===== src/rtl/hazard_unit_pkg.sv =====
// Shared pipeline definitions for the hazard unit: register-index width,
// forwarding-source encodings and the shadow scoreboard entry layout.
package hazard_unit_pkg;

    localparam int REG_W = 5;
    localparam int CNT_W = 16;

    typedef enum logic [1:0] {
        FWD_RF  = 2'd0,
        FWD_EX  = 2'd1,
        FWD_MEM = 2'd2,
        FWD_WB  = 2'd3
    } fwd_sel_e;

    typedef struct packed {
        logic             valid;
        logic             rfWe;
        logic             isLoad;
        logic [REG_W-1:0] wR;
    } sb_entry_t;

    localparam sb_entry_t SB_BUBBLE = '0;

    // A stage can only supply a value if it really writes a non-zero register.
    function automatic logic isSource(input sb_entry_t e);
        return e.valid && e.rfWe && (e.wR != '0);
    endfunction

    function automatic logic [CNT_W-1:0] satInc(input logic [CNT_W-1:0] c, input logic en);
        if (en && (c != {CNT_W{1'b1}})) begin
            return c + 1'b1;
        end
        return c;
    endfunction

endpackage


===== src/rtl/hazard_unit_fwd_sel.sv =====
// Per-operand hazard comparison: picks the youngest in-flight producer of one
// source register and flags a load-use hit against the EX stage.
module hazard_fwd_sel
    import hazard_unit_pkg::*;
(
    input  logic             i_re,
    input  logic [REG_W-1:0] i_rR,
    input  logic             i_exSrc,
    input  logic             i_exLoad,
    input  logic [REG_W-1:0] i_exWR,
    input  logic             i_memSrc,
    input  logic [REG_W-1:0] i_memWR,
    input  logic             i_wbSrc,
    input  logic [REG_W-1:0] i_wbWR,
    output logic [1:0]       o_sel,
    output logic             o_loadHit
);

    logic     w_readValid;
    logic     w_exHit;
    logic     w_memHit;
    logic     w_wbHit;
    fwd_sel_e w_sel;

    assign w_readValid = i_re && (i_rR != '0);
    assign w_exHit     = w_readValid && i_exSrc  && (i_exWR  == i_rR);
    assign w_memHit    = w_readValid && i_memSrc && (i_memWR == i_rR);
    assign w_wbHit     = w_readValid && i_wbSrc  && (i_wbWR  == i_rR);

    assign o_loadHit   = w_exHit && i_exLoad;

    // A load in EX is the youngest writer, so older stages would be stale;
    // the regfile code is returned and the stall covers the dependency.
    always_comb begin
        w_sel = FWD_RF;
        if (w_exHit) begin
            w_sel = i_exLoad ? FWD_RF : FWD_EX;
        end else if (w_memHit) begin
            w_sel = FWD_MEM;
        end else if (w_wbHit) begin
            w_sel = FWD_WB;
        end
    end

    assign o_sel = w_sel;

endmodule


===== src/rtl/hazard_unit.sv =====
// Pipeline hazard unit: shadow scoreboard of EX/MEM/WB, load-use stall,
// redirect flush, operand forwarding selects and saturating event counters.
module hazard_unit
    import hazard_unit_pkg::*;
(
    input  logic             clk,
    input  logic             rst_n,
    input  logic             id_have_inst,
    input  logic             id_rf_we,
    input  logic             id_is_load,
    input  logic [REG_W-1:0] id_rR1,
    input  logic [REG_W-1:0] id_rR2,
    input  logic [REG_W-1:0] id_wR,
    input  logic             id_re1,
    input  logic             id_re2,
    input  logic             ex_redirect,
    output logic             Lu_pipeline_stop,
    output logic             Cr_pipeline_stop,
    output logic             pc_stall,
    output logic             ifid_stall,
    output logic             ifid_flush,
    output logic [1:0]       fwd_sel_a,
    output logic [1:0]       fwd_sel_b,
    output logic [CNT_W-1:0] lu_stall_cnt,
    output logic [CNT_W-1:0] cr_flush_cnt
);

    sb_entry_t        r_ex;
    sb_entry_t        r_mem;
    sb_entry_t        r_wb;
    logic [CNT_W-1:0] r_luStallCnt;
    logic [CNT_W-1:0] r_crFlushCnt;

    sb_entry_t        w_idEntry;
    logic             w_exSrc;
    logic             w_memSrc;
    logic             w_wbSrc;
    logic [1:0]       w_selA;
    logic [1:0]       w_selB;
    logic             w_loadHitA;
    logic             w_loadHitB;
    logic             w_luStop;
    logic             w_crStop;
    logic             w_fwdEn;

    assign w_exSrc  = isSource(r_ex);
    assign w_memSrc = isSource(r_mem);
    assign w_wbSrc  = isSource(r_wb);

    hazard_fwd_sel u_fwdA (
        .i_re      (id_re1),
        .i_rR      (id_rR1),
        .i_exSrc   (w_exSrc),
        .i_exLoad  (r_ex.isLoad),
        .i_exWR    (r_ex.wR),
        .i_memSrc  (w_memSrc),
        .i_memWR   (r_mem.wR),
        .i_wbSrc   (w_wbSrc),
        .i_wbWR    (r_wb.wR),
        .o_sel     (w_selA),
        .o_loadHit (w_loadHitA)
    );

    hazard_fwd_sel u_fwdB (
        .i_re      (id_re2),
        .i_rR      (id_rR2),
        .i_exSrc   (w_exSrc),
        .i_exLoad  (r_ex.isLoad),
        .i_exWR    (r_ex.wR),
        .i_memSrc  (w_memSrc),
        .i_memWR   (r_mem.wR),
        .i_wbSrc   (w_wbSrc),
        .i_wbWR    (r_wb.wR),
        .o_sel     (w_selB),
        .o_loadHit (w_loadHitB)
    );

    // Gating with rst_n keeps every combinational output at 0 during reset,
    // even if the ID/EX inputs are still toggling.
    assign w_crStop = rst_n && ex_redirect;
    assign w_luStop = rst_n && id_have_inst && !ex_redirect && (w_loadHitA || w_loadHitB);
    assign w_fwdEn  = rst_n && id_have_inst && !w_luStop;

    assign Lu_pipeline_stop = w_luStop;
    assign Cr_pipeline_stop = w_crStop;
    assign pc_stall         = w_luStop;
    assign ifid_stall       = w_luStop;
    assign ifid_flush       = w_crStop;
    assign fwd_sel_a        = w_fwdEn ? w_selA : 2'b00;
    assign fwd_sel_b        = w_fwdEn ? w_selB : 2'b00;
    assign lu_stall_cnt     = r_luStallCnt;
    assign cr_flush_cnt     = r_crFlushCnt;

    always_comb begin
        w_idEntry = SB_BUBBLE;
        if (id_have_inst) begin
            w_idEntry.valid  = 1'b1;
            w_idEntry.rfWe   = id_rf_we;
            w_idEntry.isLoad = id_is_load;
            w_idEntry.wR     = id_wR;
        end
    end

    // The EX entry takes a bubble whenever ID/EX is cleared by a stall or flush.
    always_ff @(posedge clk or negedge rst_n) begin
        if (!rst_n) begin
            r_ex  <= SB_BUBBLE;
            r_mem <= SB_BUBBLE;
            r_wb  <= SB_BUBBLE;
        end else begin
            r_wb  <= r_mem;
            r_mem <= r_ex;
            r_ex  <= (w_luStop || w_crStop) ? SB_BUBBLE : w_idEntry;
        end
    end

    always_ff @(posedge clk or negedge rst_n) begin
        if (!rst_n) begin
            r_luStallCnt <= '0;
            r_crFlushCnt <= '0;
        end else begin
            r_luStallCnt <= satInc(r_luStallCnt, w_luStop);
            r_crFlushCnt <= satInc(r_crFlushCnt, w_crStop);
        end
    end

endmodule


===== config.mk =====
export PLATFORM = sky130hd
export DESIGN_NAME = hazard_unit
export DESIGN_NICKNAME = d
export VERILOG_FILES = /design/src/rtl/hazard_unit_pkg.sv /design/src/rtl/hazard_unit_fwd_sel.sv /design/src/rtl/hazard_unit.sv
export SDC_FILE = /design/constraint.sdc
export NUM_CORES = 1
export LEC_CHECK = 0
export CORE_MARGIN = 2
export CORE_UTILIZATION = 50
export CTS_BUF_LIST = sky130_fd_sc_hd__clkbuf_16
export CTS_CLUSTER_DIAMETER = 120
export DETAILED_ROUTE_END_ITERATION = 8
export GPL_TIMING_DRIVEN = 0
export PLACE_DENSITY_LB_ADDON = 0.08
export SLEW_MARGIN = 30
export SYNTH_ARGS = -nofsm -noshare
export SYNTH_HDL_FRONTEND = slang
export SYNTH_SLANG_ARGS = --single-unit
export TNS_END_PERCENT = 10

===== constraint.sdc =====
create_clock -name clk -period 3.1 [get_ports clk]
set_input_delay 0.62 -clock clk [delete_from_list [all_inputs] [get_ports clk]]
set_output_delay 0.62 -clock clk [all_outputs]
set_load 0.005 [all_outputs]

## Yosys cells after proc, flatten, opt, wreduce, memory -nomap -nowiden

Index checks and enable logic that the tools add are counted.

- Add/sub/neg operators: 2
- Eq/ne operators: 8
- Multiplexer cells: 15
- Reduce and logical (&&, ||, !) cells: 38

Operator list:

| cell | count |
|---|---|
| adder 16 x 1 -> 16 bit, second input constant | 2 |
| 2-to-1 mux 16 bit | 2 |
| inequality test 16 bit, second input constant | 2 |
| == test 5 bit | 6 |
| logical AND 1 bit | 29 |
| nonzero test 5 bit | 5 |
| 2-to-1 mux 2 bit | 8 |
| 2-to-1 mux 8 bit | 2 |
| 2-to-1 mux 1 bit | 3 |
| logical NOT 1 bit | 2 |
| logical OR 1 bit | 2 |

- Flip-flop bits (word level): 54
- Word-level logic and storage cells: 75

## Logic depth before layout (Yosys ltp)

Gate-level depths: netlist of the first run.

- Word-level depth: 10
- Gate-level depth with buffers: 7
- Depth with buffers taken out: 7

## Cells and area by module

A second synthesis of the first run with hierarchy kept.

- Cells, all modules: 255
- Area total of the unflattened synthesis: 2,772.7 µm²

By module, submodules not included:

| module | instances | cells each | area an instance (µm²) | sequential area each (µm²) |
|---|---|---|---|---|
| hazard_unit | 1 | 195 | 2,329.7 | 1,351.3 |
| hazard_fwd_sel | 2 | 30 | 221.5 | 0.0 |

## Least setup slack after synthesis of the first run

OpenSTA, ideal clock, no wires.

- Kind: input -> output
- Start: input id_rR1[0]
- End: output fwd_sel_a[1]
- Arrival time: 2.093 ns
- Required time: 2.480 ns
- Slack: 0.387 ns
- Cell stages on the path: 7
- Path through: or4_1 nor2_2 nor4b_4 o21ai_4 buf_6 nand3_2 nor3_1

- Longest elaborated chain between the ends: 10

RTL lines:

| element | line | RTL |
|---|---|---|
| from (decl) | hazard_unit.sv:11 | `input logic [REG_W-1:0] id_rR1,` |
| nonzero test 5 bit | hazard_unit_fwd_sel.sv:25 | `assign w_readValid = i_re && (i_rR != '0);` |
| logical AND 1 bit | hazard_unit_fwd_sel.sv:25 |  |
| logical AND 1 bit (2 in a row) | hazard_unit_fwd_sel.sv:26 | `assign w_exHit = w_readValid && i_exSrc && (i_exWR == i_rR);` |
| logical AND 1 bit | hazard_unit_fwd_sel.sv:30 | `assign o_loadHit = w_exHit && i_exLoad;` |
| logical OR 1 bit | hazard_unit.sv:81 | `assign w_luStop = rst_n && id_have_inst && !ex_redirect && (w_loadHitA \|\| w_loadHitB);` |
| logical AND 1 bit | hazard_unit.sv:81 |  |
| logical NOT 1 bit | hazard_unit.sv:82 | `assign w_fwdEn = rst_n && id_have_inst && !w_luStop;` |
| logical AND 1 bit | hazard_unit.sv:82 |  |
| 2-to-1 mux 2 bit * | hazard_unit.sv:89 | `assign fwd_sel_a = w_fwdEn ? w_selA : 2'b00;` |
| to (decl) | hazard_unit.sv:22 | `output logic [1:0] fwd_sel_a,` |

Mark *: on every way between the ends. The rest lies on a longest branch, timed or not.

## Worst setup path after layout of the first run

- Start: input id_rR1[1]
- End: output pc_stall

- Longest elaborated chain between the ends: 7

RTL lines:

| element | line | RTL |
|---|---|---|
| nonzero test 5 bit | hazard_unit_fwd_sel.sv:25 |  |
| logical AND 1 bit | hazard_unit_fwd_sel.sv:25 |  |
| logical AND 1 bit | hazard_unit_fwd_sel.sv:26 |  |
| logical AND 1 bit * | hazard_unit_fwd_sel.sv:26 |  |
| logical AND 1 bit * | hazard_unit_fwd_sel.sv:30 |  |
| logical OR 1 bit * | hazard_unit.sv:81 |  |
| logical AND 1 bit * | hazard_unit.sv:81 |  |
| to (decl) | hazard_unit.sv:19 | `output logic pc_stall,` |

Marked as above.

==> results of run 1 <==
## metal layers
| layer | wire, µm | vias up | global-route usage [%] |
|---|---|---|---|
| met4 | 74 | 0 | 6.79 |
| met1 | 2710 | 1003 | 28.5 |
| li1 | - | 1023 | - |
| met5 | 0 | - | 0 |
| met3 | 315 | 8 | 3.72 |
| met2 | 2910 | 57 | 34.4 |
## where the power goes
part | total, mW | switching, mW | leakage [nW] | internal (mW)
Clock | 0.559 | 0.256 | 0.0704 | 0.304
Combinational | 0.248 | 0.104 | 0.821 | 0.144
Sequential | 0.814 | 0.0612 | 0.699 | 0.753
## registers in the layout (all words and copies together), names as in the netlist
name and cells:
cr_flush_cnt 16, lu_stall_cnt 16, r_ex 8, r_mem 7, r_wb 7
## synth_stat cells (all sizes together) (3+ instances only)
cell and number:
nor3 11, nor2 15, and2 10, or4 5, xnor2 37, dfrtp 54
nor4 10, inv 7, xor2 23, nand4 6, or3b 3, nand3 19
buf 5, nand2 18, nor4b 4, and3 5
## critical path, cell delays in order
cell and delay [ps]:
clkbuf_2 160, xor2_1 190, nor3_1 210, nor4b_4 410, o21ai_4 90, buf_6 130, inv_1 80, buf_4 100
clkdlybuf4s50_1 480
## kinds of logic (layout without fill, tap and decap cells)
family | after synthesis | in the layout | synth area share, %
multiplexers | 1 | 1 | 0.414
XOR/XNOR | 60 | 60 | 19.3
AND/OR/NAND/NOR | 116 | 116 | 25.5
AO/OA/AOI/OAI | 5 | 5 | 1.66
flip-flops | 54 | 54 | 49.7
adder cells (fa/ha/maj) | 2 | 2 | 0.919
buffers and inverters | 13 | 92 | 2.53
## worst paths after layout
path | startpoint | to | depth (start not counted)
min in group clk | r_ex[6] | r_mem[6] | 0
worst min register to register | r_ex[6] | r_mem[6] | 0
worst min-delay path | rst_n | r_wb[2] | 1
max in group asynchronous | rst_n | r_ex[1] | 2
worst max register to register | r_ex[3] | lu_stall_cnt[4] | 7
worst max-delay path | id_rR1[1] | pc_stall | 9
## metrics by stage
stage | hold slack (ps) | instances | worst slack, ps | util (%)
CTS | 234 | 399 | -152 | 71.6
global route | 244 | 400 | -172 | 71.5
global placement | 376 | 384 | -2300 | 66.5
detailed placement | 377 | 385 | -951 | 66.8
finish | 221 | 400 | -7.89 | 71.5
floorplan | 324 | 251 | 387 | -
## area by class of cell
| type | instances | share of cell area [%] |
|---|---|---|
| Multi-Input combinational cell | 184 | 37.6 |
| Buffer | 6 | 1.15 |
| Timing Repair Buffer | 71 | 17.5 |
| Clock inverter | 3 | 0.677 |
| Tap cell | 70 | 2.37 |
| Inverter | 7 | 0.711 |
| Sequential cell | 54 | 36.6 |
| Clock buffer | 5 | 3.38 |
## timing repair
action	4_1_cts	5_1_grt
gates resized for setup	41	28
setup buffers	6	1
pin swaps	5	11
setup endpoints to repair	7	7
hold buffers	0	0
==> out/metrics.yaml, run 1 <==
run_status:
  outcome: "finished with violations"
  violations: "negative setup slack"
routing:
  wire_per_inst_um: 15.0
  dr.pass1.iters: 4
  drtIter0Drc: 101
  drc: 0
  vias: 2091
  via_per_inst: 5.23
  postRouteAntennaNets: 0
  drt-total-wl_um: 6000
sta:
  setup_ws_ps: -7.89
  maxSlewViolCount: 0
  period_needed_ps: 3110
  rsz0062_at_grt: "true"
  worst_pin_slew_ps: 473
  skew_ps: 6.62
  relSlewSlack_pct: 68.0
  hold_viol: 0
  fmax_ghz: 0.322
  setup_viol: 2
  post-route-period-util_pct: 100
  tns_ps: -14.6
grt:
  antenna_found_initial: 0
  grt_max_degree: 36
  grt-ovfl-total: 0
  grtUsageTotal_pct: 21.0
  grt_pass1_wl_um: 10100
  grt_pass1_vias: 2131
floorplan:
  fp.coreArea_mm2: 0.00517
  num_io_pins: 64
  die-area_mm2: 0.00605
  initial_utilization_pct: 52.6
  die_h_um: 77.8
  num_rows: 26
  die_w_um: 77.8
logic_synthesis:
  ys_ff_latch: 54
  syn_avg_cell_area_um2: 10.8
  synth_cell_type_count: 36
  mappedNetlistArea_mm2: 0.00272
  synth_top_area_share_pct: 49.7
  ys.flop_type: "dfrtp_1"
  synth-edff-count: 0
  synth_area_leaders: "dfrtp_1 (50%), xnor2_1 (12%), xor2_1 (7.4%)"
  yosys_warnings: 0
  postSynth.asyncResetShare_pct: 100
  ys_seq_area_share_pct: 49.7
  yosys.area.top_type: "dfrtp_1"
  postSynthCellCount: 251
  syn-num-nets: 276
critical_path:
  crit_type: "input port to output pin"
  worst_ep_arrival_time_ps: 2490
  cp-end-kind: "output pin"
  regToRegSetupSlack_ps: 790
  critPathMaxFanout: 4
  critPathRequiredTime_ps: 2480
  start_kind: "input port"
power_and_ir_drop:
  powerDensity_mw_per_mm2: 439
  p_total_mw: 1.62
  leakage_nw: 1.59
  ir_drop_mv: 0.374
clock_network:
  clk_pin_slew_ps: 70
  cts_tree: "yes"
  cts_buffers: 5
  clkSinkCount: 54
  cts-htree-levels: 2
  clkLatencyLatePin_ps: 290
  clockBufferDepth: 2
  root_buffer: "clkbuf_16"
layout:
  final_cell_mix: "dfrtp_1 (53), clkdlybuf4s50_1 (46), xnor2_1 (37)"
  area_delta_synth_final_pct: 35.9
  drive_gt1_share_pct: 18.8
  nFillCells: 398
  diodes: 0
  final_common_cell: "dfrtp_1"
  multiInputGateArea_mm2: 0.00139
  register_area_mm2: 0.00135
  nets: 354
  stdcell_area_mm2: 0.00370
placed_design:
  place_area_mm2: 0.00346
  place_congestion: 0.827
  place_hpwl_um: 4320
  portBuffers: 63
job:
  maxCapViolCount: 0
hold_path:
  hold_class: "input port to asynchronous set/reset pin"
Note: power is estimated with default switching activity, not from simulation.
==> run 2, diff against run 1 <==
--- a/config.mk
+++ b/config.mk
@@ -5,6 +5,7 @@
 export SDC_FILE = /design/constraint.sdc
 export NUM_CORES = 1
 export LEC_CHECK = 0
+export CORE_ASPECT_RATIO = 1.2
 export CORE_MARGIN = 2
 export CORE_UTILIZATION = 50
 export CTS_BUF_LIST = sky130_fd_sc_hd__clkbuf_16
==> run 2 against run 1 <==
  * The run now ends clean
  * Clock power fell by 5.7%
  * Via count rose by 1.1%
  * Clock skew increased by 0.89 ps
  * Non-clock buffer count is 5 higher
  * Critical endpoint is now fwd_sel_a[0]
  * Final cell count shrank 0.75%
  * Critical path depth shrank 1
  * Largest power group unchanged
  * Combinational power grew 2%
==> out/metrics.yaml, run 2 (synthesis results as in run 1) <==
clock_network:
  cts_tree: "yes"
  clockBufferDepth: 2  # unchanged
  cts_buffers: 5  # unchanged
  cts_hold_buffers: 0  # unchanged
  clkSinkCount: 54  # unchanged
  clk_pin_slew_ps: 70  # about the same
  root_buffer: "clkbuf_16"
  clkLatencyLatePin_ps: 290  # about the same
  cts-htree-levels: 2  # unchanged
critical_path:
  cpMostUsedCell: "buf_2"
  critPathMaxFanout: 4  # unchanged
  worstPathCellList: "buf_2 -> or4_4 -> nor2_4 -> nor4b_4 -> buf_4 -> or3b_2 -> a21oi_2 -> buf_2"
  crit_type: "input port to output pin"
  cp-end-kind: "output pin"
  cp_top_family: "simple AND/OR/NAND/NOR gates"
  reg2regPathDepth: 8  # +1
  regToRegSetupSlack_ps: 790  # about the same
  path_buf_inv: 3  # -2
  worst_ep_arrival_time_ps: 2420  # -70 ps
  regToRegStartpoint: "r_ex[2]"
  r2r_end: "lu_stall_cnt[4]"
  cpMaxStageDelayCell: "or4_4"
  start_kind: "input port"
  critPathRequiredTime_ps: 2480  # about the same
  slowest_delay_ps: 550  # +70 ps
power_and_ir_drop:
  ir_drop_mv: 0.288  # -23%
  powerDensity_mw_per_mm2: 431  # -1.7%
  leakage_nw: 1.65  # +3.6%
routing:
  drtIter0Drc: 102  # +0.99%
  vias: 2113  # +1.1%
  dr.pass1.iters: 4  # unchanged
  postRouteAntennaNets: 0  # unchanged
  drt-total-wl_um: 5780  # -3.7%
  via_per_inst: 5.32  # +1.8%
  wire_per_inst_um: 14.6  # -3.0%
  drc: 0  # unchanged
sta:
  worst_pin_slew_ps: 500  # +27.0 ps
  rsz0062_at_grt: "true"
  post-route-period-util_pct: 98.0  # -2.2 points
  period_needed_ps: 3040  # -69.7 ps
  tns_ps: 0  # +14.6 ps
  setup_ws_ps: 61.8  # +69.7 ps
  relSlewSlack_pct: 66.2  # -1.8 points
  maxSlewViolCount: 0  # unchanged
  skew_ps: 7.51  # +0.889 ps
  hold_viol: 0  # unchanged
  setup_viol: 0  # -2
  fmax_ghz: 0.329  # +2.3%
layout:
  stdcell_area_mm2: 0.00370  # about the same
  area_delta_synth_final_pct: 35.8  # about the same
  drive_gt1_share_pct: 19.1  # +0.32 points
  nets: 359  # +1.4%
  fin_util_pct: 70.2  # -1.2 points
  final_cell_mix: "dfrtp_1 (53), clkdlybuf4s50_1 (43), xnor2_1 (36)"
  final_common_cell: "dfrtp_1"
  diodes: 0  # unchanged
floorplan:
  die_w_um: 71.3  # -8.3%
  initial_utilization_pct: 51.7  # -0.89 points
  fp.coreArea_mm2: 0.00526  # +1.7%
  num_io_pins: 64  # unchanged
  die-area_mm2: 0.00605  # about the same
  die_h_um: 84.8  # +9.1%
  num_rows: 29  # +12%
placed_design:
  place_area_mm2: 0.00345  # -0.29%
  place_hpwl_um: 4130  # -4.4%
  portBuffers: 63  # unchanged
  dpl_worst_slack_ps: -942  # +8.53 ps
  place_congestion: 0.775  # -6.4%
run_status:
  outcome: "completed"
hold_path:
  hold_class: "input port to asynchronous set/reset pin"
grt:
  grt_pass1_vias: 2088  # -2.0%
  grt-ovfl-total: 0  # unchanged
  grt_max_degree: 34  # -5.6%
  antenna_found_initial: 0  # unchanged
  grtUsageTotal_pct: 20.0  # -1.1 points
  grt_pass1_wl_um: 9610  # -4.7%
job:
  maxCapViolCount: 0  # unchanged
run 2: cell types whose count changed in the layout (fill, tap and decap cells not counted), sizes merged:
cell and change:
dlygate4sd2 +2, clkinv +1, dlymetal6s2s +1, clkbuf -4, buf +10, clkdlybuf4s18 +1, clkdlybuf4s15 -2, clkdlybuf4s50 -3
clkinvlp -1
run 2: power breakdown:
group          internal [mW]  total, mW  switching [mW]
logic                  0.150      0.253           0.103
registers              0.754      0.814          0.0606
clock network          0.292      0.527           0.235
run 2: worst max path at each step:
stage / from / to / cells past startpoint
finish: id_rR1[4] / fwd_sel_a[0] / 8
global route: r_ex[1] / fwd_sel_b[0] / 8
CTS: r_ex[1] / fwd_sel_b[0] / 7
global placement: rst_n / fwd_sel_a[1] / 7
detailed placement: id_rR2[0] / fwd_sel_a[1] / 9
floorplan: id_rR1[0] / fwd_sel_a[1] / 7
run 2: stage by stage:
stage / instances / hold slack [ps] / total power [mW]
final: 397 / 236 / 1.59
after global routing: 397 / 249 / 1.67
after CTS: 393 / 241 / 1.60
after detailed placement: 377 / 380 / 1.07
after global placement: 376 / 378 / 1.06
after floorplan: 251 / 324 / 0.920
run 2: what timing repair did:
action | 4_1_cts | 5_1_grt
endpoints found under the setup margin | 7 | 6
cloned | 0 | 0
setup buffers | 8 | 4
pin swaps | 8 | 10
gates resized for setup | 60 | 13
run 2: final cells by class:
cell class	count	area (µm²)
inverter	7	26.3
buffer	6	42.5
multi-input combinational	184	1380
timing repair buffer	76	678
clock inverter	3	12.5
fill	411	1570
clock buffer	5	125
tap	62	77.6
sequential	54	1350
run 2: routing by layer:
| layer | wire, µm | share of wire [%] | track usage [%] | vias to the layer above |
|---|---|---|---|---|
| met4 | 59 | 1.0 | 4.97 | 0 |
| met2 | 2910 | 50 | 32.8 | 54 |
| met1 | 2430 | 42 | 26.6 | 1026 |
| met3 | 379 | 6.6 | 5.11 | 6 |
| li1 | - | - | - | 1027 |
| met5 | 0 | 0 | 0 | - |
